File: src/rtl/data_cache_pkg.sv
// Shared definitions for the direct-mapped write-back data cache: FSM encoding,
// block geometry and word select/merge helpers.
package data_cache_pkg;

  localparam int BLOCK_WORDS = 4;
  localparam int OFFSET_BITS = 2;
  localparam int BLOCK_BITS  = 128;
  localparam int WORD_BITS   = 32;

  typedef enum logic [1:0] {
    IDLE       = 2'd0,
    WRITE_BACK = 2'd1,
    FETCH      = 2'd2,
    UPDATE     = 2'd3
  } state_t;

  function automatic logic [WORD_BITS-1:0] block_word(
    input logic [BLOCK_BITS-1:0]  blk,
    input logic [OFFSET_BITS-1:0] off
  );
    logic [WORD_BITS-1:0] w;
    case (off)
      2'd0:    w = blk[31:0];
      2'd1:    w = blk[63:32];
      2'd2:    w = blk[95:64];
      2'd3:    w = blk[127:96];
      default: w = blk[31:0];
    endcase
    return w;
  endfunction

  // Replace one word of a block, leaving the other three untouched.
  function automatic logic [BLOCK_BITS-1:0] block_merge(
    input logic [BLOCK_BITS-1:0]  blk,
    input logic [OFFSET_BITS-1:0] off,
    input logic [WORD_BITS-1:0]   word
  );
    logic [BLOCK_BITS-1:0] r;
    r = blk;
    case (off)
      2'd0:    r[31:0]   = word;
      2'd1:    r[63:32]  = word;
      2'd2:    r[95:64]  = word;
      2'd3:    r[127:96] = word;
      default: r = blk;
    endcase
    return r;
  endfunction

endpackage

File: src/rtl/data_cache_line_array.sv
// Line storage for the data cache: data/tag arrays plus valid/dirty bits.
// Combinational read of the addressed line; clocked word-write and block-fill.
module data_cache_line_array
  import data_cache_pkg::*;
#(
  parameter int NUM_LINES  = 8,
  parameter int INDEX_BITS = $clog2(NUM_LINES),
  parameter int TAG_BITS   = 28 - INDEX_BITS
) (
  input  logic                   clk,
  input  logic                   rst,
  input  logic [INDEX_BITS-1:0]  index,
  output logic [TAG_BITS-1:0]    line_tag,
  output logic                   line_valid,
  output logic                   line_dirty,
  output logic [BLOCK_BITS-1:0]  line_block,
  input  logic                   word_we,
  input  logic [OFFSET_BITS-1:0] word_offset,
  input  logic [WORD_BITS-1:0]   word_data,
  input  logic                   fill_we,
  input  logic [TAG_BITS-1:0]    fill_tag,
  input  logic [BLOCK_BITS-1:0]  fill_block
);

  logic [BLOCK_BITS-1:0] data_mem [NUM_LINES];
  logic [TAG_BITS-1:0]   tag_mem  [NUM_LINES];
  logic [NUM_LINES-1:0]  valid;
  logic [NUM_LINES-1:0]  dirty;

  assign line_tag   = tag_mem[index];
  assign line_valid = valid[index];
  assign line_dirty = dirty[index];
  assign line_block = data_mem[index];

  // A fill leaves the line clean; a CPU store marks it dirty.
  always_ff @(posedge clk or posedge rst) begin
    if (rst) begin
      valid <= {NUM_LINES{1'b0}};
      dirty <= {NUM_LINES{1'b0}};
    end else if (fill_we) begin
      valid[index] <= 1'b1;
      dirty[index] <= 1'b0;
    end else if (word_we) begin
      dirty[index] <= 1'b1;
    end
  end

  // Payload arrays are deliberately not reset; valid gates their use.
  always_ff @(posedge clk) begin
    if (fill_we) begin
      data_mem[index] <= fill_block;
      tag_mem[index]  <= fill_tag;
    end else if (word_we) begin
      data_mem[index] <= block_merge(data_mem[index], word_offset, word_data);
    end
  end

endmodule

File: src/rtl/data_cache.sv
// Direct-mapped, write-back, write-allocate data cache for the CPU MEM stage.
// Optional hit/miss statistics counters are built when DCACHE_STATS_EN is defined.
module data_cache
  import data_cache_pkg::*;
#(
  parameter int NUM_LINES = 8
) (
  input  logic                  CLK,
  input  logic                  RESET,
  input  logic                  READ,
  input  logic                  WRITE,
  input  logic [31:0]           ADDRESS,
  input  logic [31:0]           WRITEDATA,
  output logic [31:0]           READDATA,
  output logic                  BUSYWAIT,
  output logic                  MEM_READ,
  output logic                  MEM_WRITE,
  output logic [27:0]           MEM_ADDRESS,
  output logic [BLOCK_BITS-1:0] MEM_WRITEDATA,
  input  logic [BLOCK_BITS-1:0] MEM_READDATA,
  input  logic                  MEM_BUSYWAIT,
  output logic [31:0]           HIT_COUNT,
  output logic [31:0]           MISS_COUNT
);

  localparam int INDEX_BITS = $clog2(NUM_LINES);
  localparam int TAG_BITS   = 28 - INDEX_BITS;

  state_t                 state;
  logic [INDEX_BITS-1:0]  index;
  logic [TAG_BITS-1:0]    tag;
  logic [OFFSET_BITS-1:0] offset;
  logic [TAG_BITS-1:0]    line_tag;
  logic                   line_valid;
  logic                   line_dirty;
  logic [BLOCK_BITS-1:0]  line_block;
  logic [BLOCK_BITS-1:0]  fill_block;
  logic                   access;
  logic                   hit;
  logic                   word_we;
  logic                   fill_we;
  logic                   unused_addr_bits;

  assign index            = ADDRESS[3+INDEX_BITS:4];
  assign tag              = ADDRESS[31:4+INDEX_BITS];
  assign offset           = ADDRESS[3:2];
  assign unused_addr_bits = ^ADDRESS[1:0];

  assign access   = READ | WRITE;
  assign hit      = line_valid & (line_tag == tag);
  assign BUSYWAIT = (access & ~hit) | (state != IDLE);
  assign READDATA = (READ & hit) ? block_word(line_block, offset) : 32'd0;

  // A simultaneous READ and WRITE is a store.
  assign word_we = (state == IDLE) & WRITE & hit;
  assign fill_we = (state == UPDATE);

  data_cache_line_array #(
    .NUM_LINES (NUM_LINES)
  ) u_lines (
    .clk         (CLK),
    .rst         (RESET),
    .index       (index),
    .line_tag    (line_tag),
    .line_valid  (line_valid),
    .line_dirty  (line_dirty),
    .line_block  (line_block),
    .word_we     (word_we),
    .word_offset (offset),
    .word_data   (WRITEDATA),
    .fill_we     (fill_we),
    .fill_tag    (tag),
    .fill_block  (fill_block)
  );

  // Miss handling FSM; memory request outputs are set on state entry and
  // cleared on exit so they track the state exactly.
  always_ff @(posedge CLK or posedge RESET) begin
    if (RESET) begin
      state         <= IDLE;
      MEM_READ      <= 1'b0;
      MEM_WRITE     <= 1'b0;
      MEM_ADDRESS   <= 28'd0;
      MEM_WRITEDATA <= {BLOCK_BITS{1'b0}};
      fill_block    <= {BLOCK_BITS{1'b0}};
    end else begin
      case (state)
        IDLE: begin
          if (access && !hit) begin
            if (line_dirty) begin
              state         <= WRITE_BACK;
              MEM_WRITE     <= 1'b1;
              MEM_ADDRESS   <= {line_tag, index};
              MEM_WRITEDATA <= line_block;
            end else begin
              state       <= FETCH;
              MEM_READ    <= 1'b1;
              MEM_ADDRESS <= {tag, index};
            end
          end
        end
        WRITE_BACK: begin
          if (!MEM_BUSYWAIT) begin
            state       <= FETCH;
            MEM_WRITE   <= 1'b0;
            MEM_READ    <= 1'b1;
            MEM_ADDRESS <= {tag, index};
          end
        end
        FETCH: begin
          if (!MEM_BUSYWAIT) begin
            state      <= UPDATE;
            MEM_READ   <= 1'b0;
            fill_block <= MEM_READDATA;
          end
        end
        UPDATE: begin
          state <= IDLE;
        end
        default: begin
          state     <= IDLE;
          MEM_READ  <= 1'b0;
          MEM_WRITE <= 1'b0;
        end
      endcase
    end
  end

`ifdef DCACHE_STATS_EN
  logic [31:0] hit_count;
  logic [31:0] miss_count;

  // Saturating counters; the post-refill re-evaluation counts as a hit.
  always_ff @(posedge CLK or posedge RESET) begin
    if (RESET) begin
      hit_count  <= 32'd0;
      miss_count <= 32'd0;
    end else if (state == IDLE && access) begin
      if (hit) begin
        if (hit_count != 32'hFFFF_FFFF) hit_count <= hit_count + 32'd1;
      end else begin
        if (miss_count != 32'hFFFF_FFFF) miss_count <= miss_count + 32'd1;
      end
    end
  end

  assign HIT_COUNT  = hit_count;
  assign MISS_COUNT = miss_count;
`else
  assign HIT_COUNT  = 32'd0;
  assign MISS_COUNT = 32'd0;
`endif

endmodule
File: config.mk
export PLATFORM = sky130hd
export DESIGN_NAME = data_cache
export DESIGN_NICKNAME = d
export VERILOG_FILES = /design/src/rtl/data_cache_pkg.sv /design/src/rtl/data_cache_line_array.sv /design/src/rtl/data_cache.sv
export SDC_FILE = /design/constraint.sdc
export NUM_CORES = 2
export LEC_CHECK = 0
export ABC_AREA = 1
export CAP_MARGIN = 20
export CORE_AREA = 4 4 403 405
export CTS_BUF_LIST = sky130_fd_sc_hd__clkbuf_4 sky130_fd_sc_hd__clkbuf_8
export DETAILED_ROUTE_END_ITERATION = 10
export DIE_AREA = 0 0 407 409
export GPL_TIMING_DRIVEN = 0
export MAX_ROUTING_LAYER = met4
export RECOVER_POWER = 25
export SETUP_SLACK_MARGIN = 0.4
export SLEW_MARGIN = 20
export SYNTH_ARGS = -nofsm -noshare
export SYNTH_HDL_FRONTEND = slang
export SYNTH_SLANG_ARGS = --single-unit
File: constraint.sdc
create_clock -name CLK -period 14.7 [get_ports CLK]
set_clock_uncertainty 0.05 [all_clocks]
set_input_delay 2.205 -clock CLK [delete_from_list [all_inputs] [get_ports CLK]]
set_output_delay 2.205 -clock CLK [all_outputs]
set_load 0.02 [all_outputs]
## After elaboration in Yosys (flattened, before gate mapping)

Memories as Yosys holds them, arrays and structs flattened.
Index checks and enable logic that the tools add are counted.

- Flip-flop bits (word level): 304
- RAM bits: 1224
- Input bits: 197
- Output and inout bits: 255
- Memories kept: 2

- Order comparisons: 2
- Equality and inequality tests: 12
- Mux-type cells: 45
- Bitwise logic cells: 14
- Reduce and logical (&&, ||, !) cells: 15

Memory list:

| memory | words | bits a word | rd ports | clocked after Yosys merged registers in | wr ports | line | text |
|---|---|---|---|---|---|---|---|
| u_lines.data_mem | 8 | 128 | 1 | 0 | 1 | data_cache_line_array.sv:25 | `logic [BLOCK_BITS-1:0] data_mem [NUM_LINES];` |
| u_lines.tag_mem | 8 | 25 | 1 | 0 | 1 | data_cache_line_array.sv:26 | `logic [TAG_BITS-1:0] tag_mem [NUM_LINES];` |

Operator list:

| cell | count |
|---|---|
| two-way mux 32 bit | 13 |
| two-way mux 128 bit | 1 |
| one-hot mux 32 bit (4 select lines) | 1 |
| two-way mux 28 bit | 3 |
| one-hot mux 28 bit (2 select lines) | 1 |
| equality test 25 bit | 1 |
| two-way mux 8 bit | 2 |
| OR 8 bit | 2 |
| two-way mux 1 bit | 14 |
| AND reduction 3 bit | 3 |
| AND 8 bit | 1 |
| equality test 2 bit, second input constant | 4 |
| two-way mux 2 bit | 4 |
| != test 2 bit, second input constant | 4 |
| NOT 8 bit | 1 |
| one-hot mux 2 bit (4 select lines) | 1 |
| binary-select mux 1 bit (select 3 bit) | 2 |
| nonzero test 2 bit | 3 |
| AND 1 bit | 5 |
| AND reduction 5 bit | 1 |
| equality test 2 x 1 -> 1 bit, second input constant | 2 |
| logical NOT 2 bit | 2 |
| less-than comparator 3 x 4 -> 1 bit, second input constant | 1 |
| AND reduction 4 bit | 1 |
| other kinds (11) | 15 |

## Logic depth before layout (Yosys ltp)

- Depth in word-level cells: 8
- Depth in mapped cells: 21

## Modules after synthesis

Synthesis repeated with hierarchy kept, for this count alone.

- Cell total of the unflattened synthesis: 7127
- Area, all modules: 68824.8 um^2

By module, submodules not included:

| module | times used | cells each | area an instance (um^2) | seq. area each (um^2) |
|---|---|---|---|---|
| data_cache_line_array | 1 | 5737 | 55395.6 | 37155.6 |
| data_cache | 1 | 1390 | 13429.1 | 7206.9 |

## Worst setup path after synthesis

OpenSTA, ideal clock, no wires.

- Path kind: input to register
- From: input port ADDRESS[4]
- To: memory u_lines.data_mem[2][0], enable pin
- Library setup time: 658 ps
- Data arrival time: 9968 ps
- Data required time: 13992 ps
- Slack: 4024 ps
- Cell stages on the path: 13
- Path through: buf_4 -> clkbuf_1 -> nand2_1 -> nand3_1 -> nand2_1 -> nor2_1 -> nor2_1 -> or2_2 -> nor3_1 -> nand2_1 -> nor2_1 -> nand4_1 -> a21oi_1

- Word-level cells in the longest chain between the ends: 8
- Elaborated cells on any way between the ends: 10
- Those cells by class: eq/ne: 1; mux: 5; bitwise: 3; memory: 1

RTL lines:

| what | line | text |
|---|---|---|
| start: declaration | data_cache.sv:12 | `input logic [31:0] ADDRESS,` |
| memory (8 x 25 bit) / binary-select mux 1 bit (select 3 bit) (equally long branches) | -- |  |
| equality test 25 bit / two-way mux 1 bit (equally long branches) | data_cache.sv:50, data_cache_line_array.sv:31 |  |
| AND 1 bit | data_cache.sv:50 | `assign hit = line_valid & (line_tag == tag);` |
| AND 1 bit | data_cache.sv:55 | `assign word_we = (state == IDLE) & WRITE & hit;` |
| two-way mux 1 bit | data_cache_line_array.sv:53 | `end else if (word_we) begin` |
| two-way mux 1 bit | data_cache_line_array.sv:50 | `if (fill_we) begin` |
| two-way mux 1 bit (implied by the code) | data_cache_line_array.sv:54 | `data_mem[index] <= block_merge(data_mem[index], word_offset, word_data);` |
| OR 1 bit (no source line) | -- |  |
| end: declaration | data_cache_line_array.sv:25 |  |

Parallel ways exist; a longest one is shown, timed or not. The select of a mux whose other input is x is not followed.

## Worst setup path in the final report

- From: input port ADDRESS[5]
- To: output port READDATA[13]

- Word-level cells in the longest chain between the ends: 5
- Elaborated cells on any way between the ends: 9
- Those cells by class: eq/ne: 1; mux: 4; bitwise: 2; memory: 2

RTL lines:

| what | line | text |
|---|---|---|
| memory (8 x 25 bit) / binary-select mux 1 bit (select 3 bit) (equally long branches) | -- |  |
| equality test 25 bit / two-way mux 1 bit (equally long branches) | data_cache.sv:50, data_cache_line_array.sv:31 |  |
| AND 1 bit | data_cache.sv:50 |  |
| AND 1 bit | data_cache.sv:52 | `assign READDATA = (READ & hit) ? block_word(line_block, offset) : 32'd0;` |
| two-way mux 32 bit * | data_cache.sv:52 |  |
| end: declaration | data_cache.sv:14 | `output logic [31:0] READDATA,` |

Every way passes the cells marked *; elsewhere a longest branch is shown, timed or not. The select of a mux whose other input is x is not followed.

==> Flow_metrics.wiki <==
{| class="wikitable"
! Metric !! Value
|-
| Post-CTS repair timing setup buffer count || 0
|-
| Proportion of power drawn by combinational gates || 22.7%
|-
| Port bufs || 383
|-
| Share of cells above drive strength 1 || 14.4%
|-
| Iteration-0 DRC Markers || 8251
|-
| Maximum operating frequency || 89.6 MHz
|-
| Pre-antenna DRT Iters || 6
|-
| I/O pin count || 452
|-
| Share of the clock period used by the worst path after layout || 75.9%
|-
| Global-route wire length before repair || 347000 um
|-
| Vias in the first global route || 43500
|-
| Final nets || 5918
|-
| Tightest Pin Transition || 5.69 ns
|-
| Clock root buffer || sky130_fd_sc_hd__clkbuf_8
|-
| WL final || 259000 um
|-
| TNS Setup || 0 ns
|-
| Via density || 5.83
|-
| Worst slew slack as a fraction of its limit || -280%
|-
| End-of-flow core utilization || 48.0%
|-
| Clock insertion delay at the later pin of the skew report || 0.99 ns
|-
| Reg clk slew, reported paths || 0.05 ns
|-
| Pwr Total || 0.0128 W
|-
| Required time of the critical path || 12.44 ns
|-
| Synth warnings || 0
|-
| Maximum number of pins on one net before global-route repair || 93
|-
| Hold WS || 0.413 ns
|-
| Global placement routability congestion || 1.04
|-
| Result of the run || complete, but fails checks
|-
| Endpoint type of the worst setup path || output port
|-
| Highest net fanout along the worst path || 10
|-
| Horizontal die dimension || 407 um
|-
| Part of the total power dissipated in sequential elements || 47.4%
|-
| Internal power summed over all cells || 0.00865 W
|-
| Synth cell types || 41
|-
| Worst setup SP type || input pin
|-
| Sum of net half-perimeters after detailed placement || 185000 um
|-
| Worst IR Drop VDD || 0.124 mV
|-
| Final Critical Period || 11.15 ns
|-
| Total gr overflow || 0
|-
| Hold buffer count at CTS || 0
|-
| Crit Path Category || input pin to output port
|-
| TritonCTS sink count || 1528
|-
| Power per standard cell area || 168 nW/um^2
|-
| GRT Total Usage || 31.2%
|-
| Average footprint of a synthesized cell || 12.5 um^2
|-
| DIE AREA || 166000 um^2
|-
| Flops & latches, synth || 1528
|-
| Clock tree from TritonCTS || done
|-
| Post-CTS Resized || 0
|-
| Initial cell density of the core || 38.9%
|-
| Failing checks || capacitance limit, slew limit
|-
| Final setup violating endpoints || 0
|-
| Area delta synth->final || 23.4%
|-
| Fillcell total || 13800
|-
| Sequential element share of the synthesized area || 72.0%
|-
| Depth of the CTS H-tree || 4
|-
| Number of antenna violations at the first check in global routing || 43
|-
| Pins over their slew limit || 248
|-
| Wirelength per Cell || 32.2 um
|-
| Area of the core region || 158000 um^2
|-
| Total net switching power || 0.00415 W
|-
| Switching fraction of total power || 32.4%
|-
| Tightest Hold Check Type || flop to flop
|-
| Total standard cell area after synthesis || 61600 um^2
|-
| Worst Path Arrival || 8.90 ns
|-
| Max Root-Sink Buffers || 3
|-
| RSZ-0062 raised after global routing || false
|-
| Count of endpoints failing hold in the final timing report || 0
|-
| Number of nets with antenna violations after routing || 0
|-
| P_leak || 29.1 nW
|-
| Row cnt || 146
|-
| Cts bufs inserted || 239
|-
| Clock network fraction of total power || 29.9%
|-
| Max-cap violations || 5
|-
| Height of the die || 409 um
|-
| Post-synthesis cell count || 4935
|-
| Final routed DRC violation total || 0
|-
| Total via count in the routed design || 46900
|}
-- per-layer routing --
layer,global-route usage (%),routed length (um)
met4,18.3,17900
met5,-,0
met2,43.2,109000
met3,11.6,39900
met1,39.1,92500
-- cells by family after synthesis --
family	Yosys count	share of synthesized area, %
AOI/OAI and AO/OA	927	9.65
adders and majority gates	4	0.0812
buffers and inverters	753	5.23
DFF	1528	72.0
muxes	133	2.43
other	1	0.00609
and+or+nand+nor	1589	10.6
-- worst paths after layout --
kind                                         from                       to  slack [ns]  cells after the start
setup / recovery                       ADDRESS[5]             READDATA[13]        3.55                     14
hold / removal                     MEM_ADDRESS[4]           MEM_ADDRESS[4]        0.41                      2
min in group asynchronous                   RESET          MEM_ADDRESS[19]        2.50                      2
hold reg to reg                    MEM_ADDRESS[4]           MEM_ADDRESS[4]        0.41                      2
max in group asynchronous                   RESET        MEM_WRITEDATA[92]        5.70                      3
setup reg to reg           u_lines.tag_mem[7][15]  u_lines.data_mem[1][16]        9.67                     15
-- power groups by stage --
stage	logic, W	registers (W)	clock network [W]
2_1_floorplan	0.00123	0.00620	0
3_3_place_gp	0.00270	0.00619	0
3_5_place_dp	0.00286	0.00613	0
4_1_cts	0.00287	0.00605	0.00383
5_1_grt	0.00305	0.00609	0.00405
6_report	0.00290	0.00606	0.00383
-- state kept, by name, indices dropped and copies added, names as in the netlist, named ones only --
name              count
MEM_WRITEDATA       128
u_lines.data_mem   1024
state                 2
u_lines.tag_mem     200
MEM_WRITE             1
u_lines.valid         8
MEM_ADDRESS          28
fill_block          128
MEM_READ              1
-- cells in the mapped netlist (all sizes together) --
| cell | number | area (um^2) |
|---|---|---|
| nand3b | 5 | 37.5 |
| o21bai | 6 | 45.0 |
| clkinv | 1 | 3.75 |
| nand2 | 1159 | 4360 |
| a21oi | 65 | 325 |
| a211oi | 2 | 15.0 |
| edfxtp | 1224 | 36800 |
| dfrtp | 304 | 7610 |
| clkbuf | 185 | 694 |
| inv | 419 | 1570 |
| a22oi | 76 | 571 |
| a21boi | 1 | 7.51 |
| o2111ai | 1 | 8.76 |
| nor3b | 3 | 22.5 |
| o22ai | 16 | 100 |
| conb | 1 | 3.75 |
| nand4 | 121 | 757 |
| a22o | 129 | 1130 |
| o221ai | 1 | 8.76 |
| a221oi | 121 | 1060 |
| o2bb2ai | 32 | 280 |
| nand3 | 113 | 566 |
| o21ai | 474 | 2370 |
| o211ai | 2 | 15.0 |
| or2 | 20 | 125 |
| nor3 | 10 | 61.3 |
| buf | 148 | 950 |
| o2111a | 1 | 11.3 |
| mux2 | 133 | 1500 |
| and3 | 8 | 50.1 |
| nor2 | 150 | 563 |
| ha | 4 | 50.1 |
-- worst max-delay path, cell delays in order --
cell and delay (ns):
sky130_fd_sc_hd__dlygate4sd3_1 0.63, sky130_fd_sc_hd__nor2_1 0.38, sky130_fd_sc_hd__buf_2 0.37, sky130_fd_sc_hd__nand2_1 0.65
sky130_fd_sc_hd__inv_2 0.55, sky130_fd_sc_hd__clkbuf_1 0.80, sky130_fd_sc_hd__buf_1 0.82, sky130_fd_sc_hd__nand2_1 0.12
sky130_fd_sc_hd__nand4_1 0.25, sky130_fd_sc_hd__inv_1 0.21, sky130_fd_sc_hd__o21ai_0 0.93, sky130_fd_sc_hd__a21oi_1 0.09
sky130_fd_sc_hd__a21oi_1 0.24, sky130_fd_sc_hd__clkdlybuf4s50_1 0.65
-- layout by cell type (no fill, tap or decap), types with 15 or more instances in the layout --
cell type                         instances
sky130_fd_sc_hd__a221oi_1               121
sky130_fd_sc_hd__o21ai_1                143
sky130_fd_sc_hd__clkinv_1                28
sky130_fd_sc_hd__inv_1                  411
sky130_fd_sc_hd__buf_4                   68
sky130_fd_sc_hd__o22ai_1                 16
sky130_fd_sc_hd__dlygate4sd3_1          100
sky130_fd_sc_hd__diode_2                 45
sky130_fd_sc_hd__clkbuf_2                42
sky130_fd_sc_hd__clkbuf_4               107
sky130_fd_sc_hd__nand2_1               1158
sky130_fd_sc_hd__nand4_1                121
sky130_fd_sc_hd__edfxtp_1              1224
sky130_fd_sc_hd__nand3_1                113
sky130_fd_sc_hd__buf_1                   18
sky130_fd_sc_hd__dfrtp_1                304
sky130_fd_sc_hd__buf_2                   48
sky130_fd_sc_hd__clkbuf_1               154
sky130_fd_sc_hd__o21ai_0                331
sky130_fd_sc_hd__clkdlybuf4s50_1        283
sky130_fd_sc_hd__a22o_1                 129
sky130_fd_sc_hd__clkbuf_8               271
sky130_fd_sc_hd__clkinv_2                32
sky130_fd_sc_hd__a21oi_1                 57
sky130_fd_sc_hd__or2_2                   15
sky130_fd_sc_hd__a22oi_1                 76
sky130_fd_sc_hd__buf_16                  77
sky130_fd_sc_hd__conb_1                  64
sky130_fd_sc_hd__o2bb2ai_1               32
sky130_fd_sc_hd__nor2_1                 146
sky130_fd_sc_hd__mux2_2                 133
-- per-stage QoR --
| step | instances | area, um^2 | setup WS (ns) |
|---|---|---|---|
| finish | 8051 | 76000 | 3.55 |
| global route | 8033 | 76000 | 3.65 |
| CTS | 8005 | 76100 | 3.95 |
| detailed placement | 7547 | 71000 | 3.98 |
| global placement | 7453 | 68300 | -4.56 |
| floorplan | 4998 | 61900 | 4.02 |
-- final cells by class --
cell class / count / area (um^2) / share of cell area [%]
well taps: 2072 / 2590 / 3.41
inverters: 420 / 1580 / 2.08
multi-input cells: 2717 / 14400 / 18.9
diodes: 45 / 113 / 0.148
repair buffers: 478 / 6130 / 8.06
flip-flops and latches: 1528 / 44400 / 58.4
clock inverters: 80 / 624 / 0.821
clock buffers: 378 / 4530 / 5.96
plain buffers: 333 / 1700 / 2.24
Power figures use the tool's default switching activity.
